<file path="src/rtl/uart_pkg.sv">
// Shared UART definitions: word geometry and the packer byte-index type.
package uart_pkg;

  localparam int WORD_W         = 32;
  localparam int BYTES_PER_WORD = 4;

  // Byte position within the word being assembled; doubles as packer state.
  typedef enum logic [1:0] {
    B0 = 2'd0,
    B1 = 2'd1,
    B2 = 2'd2,
    B3 = 2'd3
  } byte_idx_t;

endpackage

</file>
<file path="src/rtl/sync_fifo.sv">
// Small synchronous FIFO with first-word-fall-through head output.
// A push into a full FIFO is still accepted when a pop happens in the same cycle.
module sync_fifo #(
  parameter int WIDTH = 32,
  parameter int DEPTH = 4
) (
  input  logic                     clk,
  input  logic                     rstn,
  input  logic                     push,
  input  logic [WIDTH-1:0]         push_data,
  input  logic                     pop,
  output logic [WIDTH-1:0]         head,
  output logic                     not_empty,
  output logic [$clog2(DEPTH):0]   level,
  output logic                     push_ok
);

  localparam int AW = $clog2(DEPTH);
  localparam int LW = AW + 1;

  logic [WIDTH-1:0] mem [DEPTH];
  logic [AW-1:0]    wr_ptr;
  logic [AW-1:0]    rd_ptr;
  logic             pop_fire;

  // Pop only counts while something is stored; ready on an empty FIFO is ignored.
  assign not_empty = (level != '0);
  assign pop_fire  = pop && not_empty;
  assign push_ok   = push && ((level < LW'(DEPTH)) || pop_fire);

  // Head is gated to zero while empty so the output reads 0 out of reset.
  assign head = not_empty ? mem[rd_ptr] : '0;

  // Storage write; contents need no reset because the head is gated by level.
  always_ff @(posedge clk) begin
    if (push_ok) begin
      mem[wr_ptr] <= push_data;
    end
  end

  // Pointer and occupancy bookkeeping; pointers wrap naturally at DEPTH.
  always_ff @(posedge clk or negedge rstn) begin
    if (!rstn) begin
      wr_ptr <= '0;
      rd_ptr <= '0;
      level  <= '0;
    end else begin
      if (push_ok) begin
        wr_ptr <= wr_ptr + AW'(1);
      end
      if (pop_fire) begin
        rd_ptr <= rd_ptr + AW'(1);
      end
      case ({push_ok, pop_fire})
        2'b10:   level <= level + LW'(1);
        2'b01:   level <= level - LW'(1);
        default: level <= level;
      endcase
    end
  end

endmodule

</file>
<file path="src/rtl/uart_word_packer.sv">
// Packs UART receive bytes into 32-bit words, buffers them in a FIFO and
// reports overrun / framing events as sticky flags.
module uart_word_packer
  import uart_pkg::*;
#(
  parameter int DEPTH      = 4,
  parameter bit BIG_ENDIAN = 1'b0
) (
  input  logic                   clk,
  input  logic                   rstn,
  input  logic [7:0]             rdata,
  input  logic                   rdata_ready,
  input  logic                   ferr,
  output logic [WORD_W-1:0]      word,
  output logic                   word_valid,
  input  logic                   word_ready,
  output logic [$clog2(DEPTH):0] level,
  output logic                   overrun,
  output logic                   frame_err,
  input  logic                   err_clr
);

  byte_idx_t         idx;
  logic [1:0]        idx_bits;
  logic [1:0]        lane;
  logic              ferr_q;
  logic              rise;
  logic              strobe;
  logic              word_done;
  logic              push_ok;
  logic [WORD_W-1:0] shreg;
  logic [WORD_W-1:0] asm_word;

  assign idx_bits  = idx;
  assign rise      = ferr && !ferr_q;
  // A framing rise discards any byte arriving in the same cycle.
  assign strobe    = rdata_ready && !rise;
  // Big-endian mirrors the lane order: 3 - idx is the bitwise inverse for 2 bits.
  assign lane      = BIG_ENDIAN ? ~idx_bits : idx_bits;
  assign word_done = strobe && (idx == B3);

  // Merge the incoming byte into its lane so the completed word is pushable
  // in the same cycle as the 4th strobe.
  for (genvar gi = 0; gi < BYTES_PER_WORD; gi++) begin : g_lane
    assign asm_word[gi*8 +: 8] = (strobe && (lane == 2'(gi))) ? rdata : shreg[gi*8 +: 8];
  end

  // Packer FSM: byte index advances per accepted strobe, framing rise restarts it.
  always_ff @(posedge clk or negedge rstn) begin
    if (!rstn) begin
      idx    <= B0;
      ferr_q <= 1'b0;
      shreg  <= '0;
    end else begin
      ferr_q <= ferr;
      shreg  <= asm_word;
      if (rise) begin
        idx <= B0;
      end else if (rdata_ready) begin
        idx <= byte_idx_t'(idx_bits + 2'd1);
      end
    end
  end

  // Sticky error flags; a new event in the clear cycle keeps the flag set.
  always_ff @(posedge clk or negedge rstn) begin
    if (!rstn) begin
      overrun   <= 1'b0;
      frame_err <= 1'b0;
    end else begin
      overrun   <= (word_done && !push_ok) || (overrun && !err_clr);
      frame_err <= rise || (frame_err && !err_clr);
    end
  end

  sync_fifo #(
    .WIDTH (WORD_W),
    .DEPTH (DEPTH)
  ) u_fifo (
    .clk       (clk),
    .rstn      (rstn),
    .push      (word_done),
    .push_data (asm_word),
    .pop       (word_ready),
    .head      (word),
    .not_empty (word_valid),
    .level     (level),
    .push_ok   (push_ok)
  );

endmodule

</file>
<file path="config.mk">
export PLATFORM = sky130hd
export DESIGN_NAME = uart_word_packer
export DESIGN_NICKNAME = d
export VERILOG_FILES = /design/src/rtl/uart_pkg.sv /design/src/rtl/sync_fifo.sv /design/src/rtl/uart_word_packer.sv
export SDC_FILE = /design/constraint.sdc
export NUM_CORES = 1
export LEC_CHECK = 0
export ABC_AREA = 1
export BUFFER_PORTS_ARGS = -buffer_cell sky130_fd_sc_hd__buf_2
export CORE_AREA = 2 2 133 135
export DETAILED_ROUTE_END_ITERATION = 8
export DIE_AREA = 0 0 135 137
export HOLD_SLACK_MARGIN = 0.02
export SYNTH_ARGS = -nofsm -noshare
export SYNTH_HDL_FRONTEND = slang
export SYNTH_HIERARCHICAL = 1
export SYNTH_SLANG_ARGS = --single-unit
</file>
<file path="constraint.sdc">
create_clock -name clk -period 6.3 [get_ports clk]
set_input_delay 0.315 -clock clk [delete_from_list [all_inputs] [get_ports clk]]
set_output_delay 0.315 -clock clk [all_outputs]
set_load 0.01 [all_outputs]
</file>
==> reports/metrics.yaml, run 1 <==
status: "finished, final reports clean"
routedWlPerCell_um: 15.3
rsz0062_at_grt: "no"
vias: 4917
r2r_slack_ps: 4000
hold_viol_final: 0
syn2layout_area_growth_pct: 12.2
synth.top_cell.area_share_pct: 51.0
comb_power_share_pct: 31.5
rr_endpoint: "u_fifo/level[2]"
min_path_type: "in2reg"
clockPowerShare_pct: 28.5
clock_path_buffers: 2
critical_path_class: "reg2out"
ctsRootBufferMaster: "clkbuf_16"
start_util_pct: 44.2
antenna_left: 0
rows: 48
gr-total-overflow: 0
max_freq_mhz: 386
synthArstFlopShare_pct: 25.6
cts_resized: 0
ys_ff_latch: 172
grt_usage_pct: 17.7
cts_made_buffers: 17
synth_nets: 754
antenna_cells: 0
worstPathRequired_ps: 5980
arrival_ps: 2270
dieArea_um2: 18500
final.setup.tns_ps: 0
drive_above_1_share_pct: 17.4
core-area_um2: 17100
synth_edf_count: 128
vdd_ir_drop_max_mv: 0.283
syn-cell-area_um2: 7540
via_per_inst: 4.88
start_kind: "flip-flop"
grt_pass1_vias: 4779
powerDensity_nw_per_um2: 444
drc: 0
wl_um: 15500
internal-power_mw: 2.49
ys_types: 25
tightest_slew_ps: 1190
syn_inst: 730
antenna_found_initial: 0
drt-pass1-iter-count: 4
cts_setup_buffers: 0
fin_crit_sh_pct: 41.1
routabilityCongestion: 0.763
fp.dieH_um: 137
p_sw_share_pct: 33.7
worstSkewPairLatency_ps: 420
holdWs_ps: 62.5
grt_max_degree: 67
finClkSkew_ps: 6.10
min_from: "ferr"
htreeDepth: 4
p_sw_mw: 1.26
rr_worst_depth: 11
synth_most_common_cell: "nand2_1"
leakagePower_nw: 3.80
rr_startpoint: "idx[0]"
finalSetupViolations: 0
tritoncts: "built"
slew_headroom_pct: 20.3
clkTransAtPathRegs_ps: 60
synth_commonest_cells: "207 x nand2_1, 128 x edfxtp_1, 84 x inv_1"
io_buffer_count: 51
path_max_fanout: 65
endpoint_kind: "output port"
fp.dieW_um: 135
yosys.area.top_type: "edfxtp_1"
layout.nets: 794
pwr-share-seq_pct: 40.0
ys.flop_type: "edfxtp_1"
drv_cap: 0
cts_sinks: 172
hold_buffers: 0
final.min_clock_period_ps: 2590
synthTopCellsByArea: "edfxtp_1 51%, dfrtp_1 15%, nand2_1 10%, nand3_1 4.7%, inv_1 4.2%"
dp_hpwl_um: 9130
syn_avg_cell_area_um2: 10.3
grt_pass1_wl_um: 24600
ios: 52
ys_warn_count: 6
min_delay_path_depth: 1
maxSlewViolCount: 0
yosysSeqAreaShare_pct: 65.6
drtIter0Drc: 357
hold_end: "ferr_q"
power groups by stage:
stage	clock [mW]	sequential, mW	combinational, mW
global placement	0	1.52	1.17
CTS	1.08	1.50	1.21
detailed placement	0	1.53	1.21
global route	1.13	1.52	1.34
finish	1.07	1.50	1.18
floorplan	0	1.52	0.829
cells in the final DEF, fill, tap and decap left out:
master and instances:
nand2_1 207, edfxtp_1 128, inv_1 84, nand3_1 71, buf_2 51, inv_2 44, dfrtp_1 43, nand4_1 34
a21oi_1 32, clkinv_1 25, clkbuf_16 17, ha_1 9, buf_4 6, clkbuf_1 5, bufinv_16 4, nor2_2 4
o21ai_0 3, clkinv_2 3, xnor2_1 2, o21ai_1 2, nand2_4 1, nand3_4 1, clkbuf_8 1, clkinvlp_4 1
nand3_2 1, o21ai_2 1, xor2_1 1, fa_1 1, dfrtp_2 1
through the flow:
stage	total power, mW	std cells	setup slack [ps]	instance area, um2	utilization [%]
2_1_floorplan	2.35	730	3530	7540	-
6_report	3.76	1008	3710	8460	49.6
3_3_place_gp	2.69	976	4080	7860	46.1
3_5_place_dp	2.73	976	3950	7860	46.1
5_1_grt	3.99	1008	3520	8460	49.6
4_1_cts	3.80	1008	3640	8460	49.6
cells by family after synthesis:
logic type / Yosys count / share of synthesized area [%]
XOR/XNOR: 3 / 0.348
flip-flops: 172 / 65.6
adder cells (fa/ha/maj): 10 / 1.76
AO/OA/AOI/OAI: 38 / 2.57
AND/OR/NAND/NOR: 319 / 18.5
buffers and inverters: 188 / 11.2
worst max-delay path by stage:
| stage | from | endpoint | slack, ps | depth (start not counted) |
|---|---|---|---|---|
| 3_3_place_gp | rdata_ready | u_fifo/level[1] | 4080 | 8 |
| 3_5_place_dp | rdata_ready | u_fifo/level[1] | 3950 | 8 |
| 2_1_floorplan | idx[0] | u_fifo/mem[0][0] | 3530 | 6 |
| 4_1_cts | u_fifo/rd_ptr[0] | word[21] | 3640 | 5 |
| 5_1_grt | u_fifo/rd_ptr[0] | word[21] | 3520 | 5 |
| 6_report | u_fifo/rd_ptr[0] | word[21] | 3710 | 5 |
worst max-delay path, stage by stage, from the launching register on:
cell and delay, ps:
dfrtp_2 410, inv_2 850, nand2_1 150, nand3_1 140
a21oi_1 110, buf_2 190
registers in the layout, indices dropped and copies added, names as in the netlist:
signal	cells
ferr_q	1
u_fifo/level	3
u_fifo/rd_ptr	2
u_fifo/wr_ptr	2
shreg	32
u_fifo/mem	128
idx	2
overrun	1
frame_err	1
final cells by class:
type                            count  area (um2)
Clock buffer                       23         458
Clock inverter                      9         146
Fill cell                        1542        8590
Inverter                          152         571
Multi-Input combinational cell    370        1760
Sequential cell                   172        4950
Tap cell                          225         282
Timing Repair Buffer               57         300
metal layers:
layer  GRT usage [%]  vias up  wire length, um
met5               0        -                0
met4            8.85        0              452
met3            3.74       38              590
met2            29.4      113             7690
met1            22.0     2351             6720
li1                -     2415                -
Power figures use the tool's default switching activity.
==> inputs of run 2 (changes only) <==
- clock period: 6.3 -> 2.7 ns (I/O delays scaled with it)
==> run 2 against run 1 <==
Sequential share of layout area about the same. Register-to-register slack worse by 3600 ps. Cell count up 0.79%. Critical path depth up 6. Combinational power up 130%. Global-route usage down 0.52 points. Die area unchanged. Worst hold slack better by 83 ps. Total power up 130%. Clock skew up 1.6 ps. Setup slack worse by 3300 ps. First-iteration DRC count up 10%. Critical path type is now reg2reg. Largest power group unchanged.
==> reports/metrics.yaml, run 2 (synthesized netlist as in run 1, its figures left out) <==
min_path_type: "in2reg"  # unchanged
start_kind: "flip-flop"  # unchanged
rr_startpoint: "idx[0]"  # unchanged
htreeDepth: 4  # unchanged
rsz0062_at_grt: "no"  # unchanged
drv_cap: 0  # unchanged
finClkSkew_ps: 7.72  # was 6.10 ps
top_regs: "u_fifo/mem x128, shreg x32, u_fifo/level x3"  # unchanged
ios: 52  # unchanged
cts_made_buffers: 17  # unchanged
cts_sinks: 172  # unchanged
maxSlewViolCount: 0  # unchanged
fp.dieW_um: 135  # unchanged
antenna_found_initial: 0  # unchanged
core-area_um2: 17100  # unchanged
powerDensity_nw_per_um2: 999  # was 444 nW/um2
drc: 0  # unchanged
final.min_clock_period_ps: 2280
slew_headroom_pct: 30.6  # was 20.3%
rr_endpoint: "u_fifo/level[2]"  # unchanged
vias: 4847  # was 4917
wl_um: 14800  # was 15500 um
worstPathRequired_ps: 3020  # was 5980 ps
endpoint_kind: "flip-flop"  # was output port
routedWlPerCell_um: 14.6  # was 15.3 um
layout.nets: 802  # was 794
rows: 48  # unchanged
fin_cells: 1016  # was 1008
mostFrequentLayoutCells: "207 x nand2_1, 128 x edfxtp_1, 84 x inv_1"  # unchanged
antenna_cells: 0  # unchanged
largest_reg_flops: 128  # unchanged
clkTransAtPathRegs_ps: 60  # about the same
grt_max_degree: 67  # unchanged
tritoncts: "built"  # unchanged
start_util_pct: 44.2  # unchanged
hold_end: "shreg[14]"  # was ferr_q
regArea_um2: 4950  # unchanged
tightest_slew_ps: 1040  # was 1190 ps
antenna_left: 0  # unchanged
path_max_fanout: 10  # was 65
routabilityCongestion: 0.749  # was 0.763
layout_commonest_cell: "nand2_1"  # unchanged
drt-pass1-iter-count: 4  # unchanged
r2r_slack_ps: 420  # was 4000 ps
hold_viol_final: 0  # unchanged
via_per_inst: 4.77  # was 4.88
grt_usage_pct: 17.2  # was 17.7%
critical_path_class: "reg2reg"  # was reg2out
regMostFlops: "u_fifo/mem"  # unchanged
syn2layout_area_growth_pct: 12.2  # about the same
fin_crit_sh_pct: 84.6
multiInputGateArea_um2: 1760  # unchanged
clock_path_buffers: 2  # unchanged
min_delay_path_depth: 3  # was 1
drive_above_1_share_pct: 18.0  # was 17.4%
cts_setup_buffers: 0  # unchanged
io_buffer_count: 51  # unchanged
drtIter0Drc: 394  # was 357
fin_total_pwr_mw: 8.45  # was 3.76 mW
arrival_ps: 2600  # was 2270 ps
ctsRootBufferMaster: "clkbuf_16"  # unchanged
max_freq_mhz: 438
dp_cells: 980  # was 976
fp.dieH_um: 137  # unchanged
nFillCells: 1514  # was 1542
status: "finished, final reports clean"  # unchanged
gr-total-overflow: 0  # unchanged
grt_pass1_wl_um: 24300  # was 24600 um
finalSetupViolations: 0  # unchanged
min_from: "rdata[6]"  # was ferr
worstSkewPairLatency_ps: 420  # about the same
dieArea_um2: 18500  # unchanged
leakagePower_nw: 3.80  # about the same
grt_pass1_vias: 4819  # was 4779
dp_hpwl_um: 9390  # was 9130 um
rr_worst_depth: 11  # unchanged
vdd_ir_drop_max_mv: 0.558  # was 0.283 mV
-- run 2: report_power, final --
| group | total (mW) | internal (mW) | switching [mW] |
|---|---|---|---|
| Sequential | 3.51 | 3.39 | 0.119 |
| Combinational | 2.73 | 0.872 | 1.86 |
| Clock | 2.21 | 1.25 | 0.957 |
-- run 2: worst max-delay path by stage --
stage	endpoint	start	cells past startpoint
floorplan	u_fifo/mem[0][0]	idx[0]	6
global placement	u_fifo/level[2]	idx[0]	11
detailed placement	u_fifo/level[2]	idx[0]	11
CTS	u_fifo/level[2]	idx[0]	11
global route	u_fifo/level[1]	idx[1]	8
finish	u_fifo/level[2]	idx[0]	11
-- run 2: layout make-up --
type / count / share of cell area, %
inverter: 152 / 6.74
clock buffer: 19 / 5.11
multi-input combinational: 370 / 20.8
clock inverter: 13 / 1.21
sequential: 172 / 58.4
timing repair buffer: 65 / 4.37
tap: 225 / 3.33
-- run 2: what timing repair did --
action	in CTS	in global routing
endpoints found under the hold margin	48	0
resized for setup	0	0
endpoints found under the setup margin	0	0
hold buffers	4	0
-- run 2: worst max-delay path, cell delays in order (launching register included) --
cell     delay (ps)
dfrtp_1         400
ha_1            350
nand3_4         190
inv_1            80
o21ai_2         170
ha_1            250
inv_1            70
fa_1            380
nand2_1         110
nand3_1          80
nand2_1          60
nand2_1          40
-- run 2: per-layer routing --
metal	wire length, um	GRT usage, %	share of wire [%]	vias up
met3	455	3.11	3.1	25
li1	-	-	-	2437
met5	0	0	0	-
met4	288	7.52	1.9	0
met2	7590	29.6	51	82
met1	6490	21.2	44	2303
-- run 2: stage by stage --
stage	cell area, um2	hold WS (ps)	TNS, ps	setup slack, ps	utilization (%)
after floorplan	7540	-161	-8850	-69.2	-
after global routing	8470	145	0	260	49.6
final	8470	145	0	416	49.6
after global placement	7890	330	0	503	46.3
after detailed placement	7890	332	0	429	46.3
after CTS	8470	136	0	411	49.6
==> inputs of run 3 (changes only) <==
- ABC_AREA: 1 -> 0
- CORE_AREA: 2 2 133 135 -> 2 2 127 129
- DIE_AREA: 0 0 135 137 -> 0 0 129 131
- clock period: 2.7 -> 2 ns (I/O delays scaled with it)
==> run 3 against run 2 <==
The flow now finishes with violations (negative setup slack). Clock power is 69% higher. First-iteration DRC count is 32% lower. Sequential share of layout area shrank 0.88 points. Cell area rose by 1.6%. Cell count decreased by 36%. Combinational power increased by 76%. Clock-buffer cell count rose by 1. Wire length fell by 13%. Via count shrank 34%. Total power grew 60%. Setup slack worse by 440 ps. Critical path type is now reg2out. Critical endpoint is now word[23].
==> reports/metrics.yaml, run 3 <==
syn2layout_area_growth_pct: 24.8  # was 12.2%
rr_worst_depth: 11  # unchanged
status: "finished with violations"  # was finished, final reports clean
maxSlewViolCount: 0  # unchanged
leakagePower_nw: 3.24  # was 3.80 nW
drc: 0  # unchanged
io_buffer_count: 51  # unchanged
dp_hpwl_um: 7390  # was 9390 um
via_per_inst: 4.95  # was 4.77
gr-total-overflow: 0  # unchanged
rsz0062_at_grt: "yes"  # was no
yosys.area.top_type: "edfxtp_1"  # unchanged
r2r_slack_ps: 100  # was 420 ps
clock_path_buffers: 2  # unchanged
synth.top_cell.area_share_pct: 55.8  # was 51.0%
fin_crit_sh_pct: 101
vias: 3218  # was 4847
cts_sinks: 172  # unchanged
placed_area_um2: 7520  # was 7890 um2
tritoncts: "built"  # unchanged
cp.depth: 5  # was 11
synth_nets: 359  # was 754
slowest_stage: "mux4_2"  # was dfrtp_1
endpoint_kind: "output port"  # was flip-flop
hold_end: "shreg[20]"  # was shreg[14]
arrival_ps: 1930  # was 2600 ps
syn-cell-area_um2: 6890  # was 7540 um2
syn_avg_cell_area_um2: 20.6  # was 10.3 um2
fin_total_pwr_mw: 13.5  # was 8.45 mW
min_from: "rdata[4]"  # was rdata[6]
synthArstFlopShare_pct: 25.6  # unchanged
ios: 52  # unchanged
grt_pass1_wl_um: 19800  # was 24300 um
min_path_type: "in2reg"  # unchanged
drt-pass1-iter-count: 4  # unchanged
synth_most_common_cell: "edfxtp_1"  # was nand2_1
finClkSkew_ps: 8.38  # was 7.72 ps
worstSkewPairLatency_ps: 420  # about the same
post-route-util_pct: 55.1  # was 49.6%
crit_chain: "buf_12 > buf_12 > mux4_2 > and2_1 > buf_2"  # was ha_1 > nand3_4 > inv_1 > o21ai_2 > ha_1 > inv_1 > fa_1 > nand2_1 > nand3_1 > nand2_1 > nand2_1
antenna_left: 0  # unchanged
synthTopCellsByArea: "edfxtp_1 56%, dfrtp_1 16%, mux4_2 9.2%, mux2_4 5.2%, and2_1 3.4%"  # was edfxtp_1 51%, dfrtp_1 15%, nand2_1 10%, nand3_1 4.7%, inv_1 4.2%
ctsRootBufferMaster: "clkbuf_16"  # unchanged
worstPathRequired_ps: 1900  # was 3020 ps
min_delay_path_depth: 2  # was 3
antenna_cells: 0  # unchanged
synth_commonest_cells: "128 x edfxtp_1, 44 x dfrtp_1, 37 x and2_1"  # was 207 x nand2_1, 128 x edfxtp_1, 84 x inv_1
grt_max_degree: 35  # was 67
slew_headroom_pct: 60.9  # was 30.6%
powerDensity_nw_per_um2: 1570  # was 999 nW/um2
syn_inst: 335  # was 730
ys_warn_count: 6  # unchanged
max_freq_mhz: 494
drtIter0Drc: 267  # was 394
fin_ws_ps: -25.4  # was 416 ps
htreeDepth: 4  # unchanged
synth_edf_count: 128  # unchanged
tightest_slew_ps: 586  # was 1040 ps
drive_above_1_share_pct: 49.8  # was 18.0%
critical_path_class: "reg2out"  # was reg2reg
holdWs_ps: 45.3  # was 145 ps
clkTransAtPathRegs_ps: 60  # about the same
cts_made_buffers: 17  # unchanged
antenna_found_initial: 0  # unchanged
ys_types: 27  # was 25
yosysSeqAreaShare_pct: 71.8  # was 65.6%
rows: 46  # was 48
layout_commonest_cell: "edfxtp_1"  # was nand2_1
post-place-ws_ps: 95.6  # was 429 ps
ys.flop_type: "edfxtp_1"  # unchanged
ys_ff_latch: 172  # unchanged
regMostFlops: "u_fifo/mem"  # unchanged
wl_um: 13000  # was 14800 um
fp.dieW_um: 129  # was 135 um
finish.instance_area_um2: 8600  # was 8470 um2
cp_top_family: "multiplexers"  # was adder cells
start_util_pct: 44.2  # about the same
finalSetupViolations: 8  # was 0
routedWlPerCell_um: 19.9  # was 14.6 um
drv_cap: 0  # unchanged
slowest_delay_ps: 500  # was 400 ps
top_regs: "u_fifo/mem x128, shreg x32, u_fifo/level x3"  # unchanged
failed_checks: "negative setup slack"
routabilityCongestion: 0.749  # about the same
rr_startpoint: "idx[0]"  # unchanged
dieArea_um2: 16900  # was 18500 um2
mostFrequentLayoutCells: "128 x edfxtp_1, 42 x dfrtp_1, 32 x mux4_2"  # was 207 x nand2_1, 128 x edfxtp_1, 84 x inv_1
grt_pass1_vias: 3319  # was 4819
cp_num_buf_inv: 3  # was 2
start_kind: "flip-flop"  # unchanged
rr_endpoint: "u_fifo/level[2]"  # unchanged
path_max_fanout: 7  # was 10
final.min_clock_period_ps: 2030
vdd_ir_drop_max_mv: 0.720  # was 0.558 mV
largest_reg_flops: 128  # unchanged
grt_usage_pct: 16.6  # was 17.2%
crit_path_frequent_cell: "buf_12"  # was nand2_1
fp.dieH_um: 131  # was 137 um
hold_viol_final: 0  # unchanged
core-area_um2: 15600  # was 17100 um2
layout.nets: 445  # was 802
==> run 3: through the flow <==
stage	TNS, ps	cells
global route	-1960	650
floorplan	0	335
detailed placement	0	602
finish	-110	650
global placement	0	602
CTS	-485	647
==> run 3: cell families (layout without fill, tap and decap cells) <==
logic type	after synthesis	after routing	synth area share, %
xor+xnor	7	7	0.890
flops	172	172	71.8
simple gates	48	48	4.65
mux	67	67	17.7
buf+inv	28	127	2.74
compound gates	3	3	0.327
fa+ha+maj	10	10	1.93
==> run 3: how the worst max path moves through the flow <==
stage / end / slack [ps] / from
after floorplan: u_fifo/level[2] / 30 / idx[0]
after global placement: u_fifo/level[2] / 130 / idx[1]
after detailed placement: u_fifo/level[2] / 100 / idx[1]
after CTS: word[19] / -40 / u_fifo/rd_ptr[0]
after global routing: word[19] / -90 / u_fifo/rd_ptr[0]
final: word[23] / -30 / u_fifo/rd_ptr[0]
==> run 3: layout make-up <==
class / count / area, um2
inverter: 12 / 45.0
multi-input combinational: 135 / 1830
clock buffer: 20 / 467
sequential: 172 / 4950
tap: 216 / 270
timing repair buffer: 83 / 826
clock inverter: 12 / 215
fill: 1213 / 7000
==> run 3: what timing repair did <==
action / in CTS / in global routing
buffers inserted: 9 / 3
resized for setup: 35 / 26
endpoints found under the hold margin: 25 / 0
setup endpoints to repair: 32 / 34
pin swaps: 0 / 3
hold buffers: 4 / 0
==> run 3: power breakdown <==
| part | switching (mW) | internal [mW] |
|---|---|---|
| clock network | 1.30 | 2.43 |
| logic | 2.01 | 2.79 |
| registers | 0.216 | 4.77 |
==> run 3: per-layer routing <==
layer | wire (um) | part of all wire (%) | up-vias | track usage (%)
met3 | 449 | 3.5 | 14 | 4.19
met2 | 6530 | 50 | 62 | 26.6
met4 | 161 | 1.2 | 0 | 5.95
met5 | 0 | 0 | - | 0
met1 | 5810 | 45 | 1696 | 22.4
li1 | - | - | 1446 | -
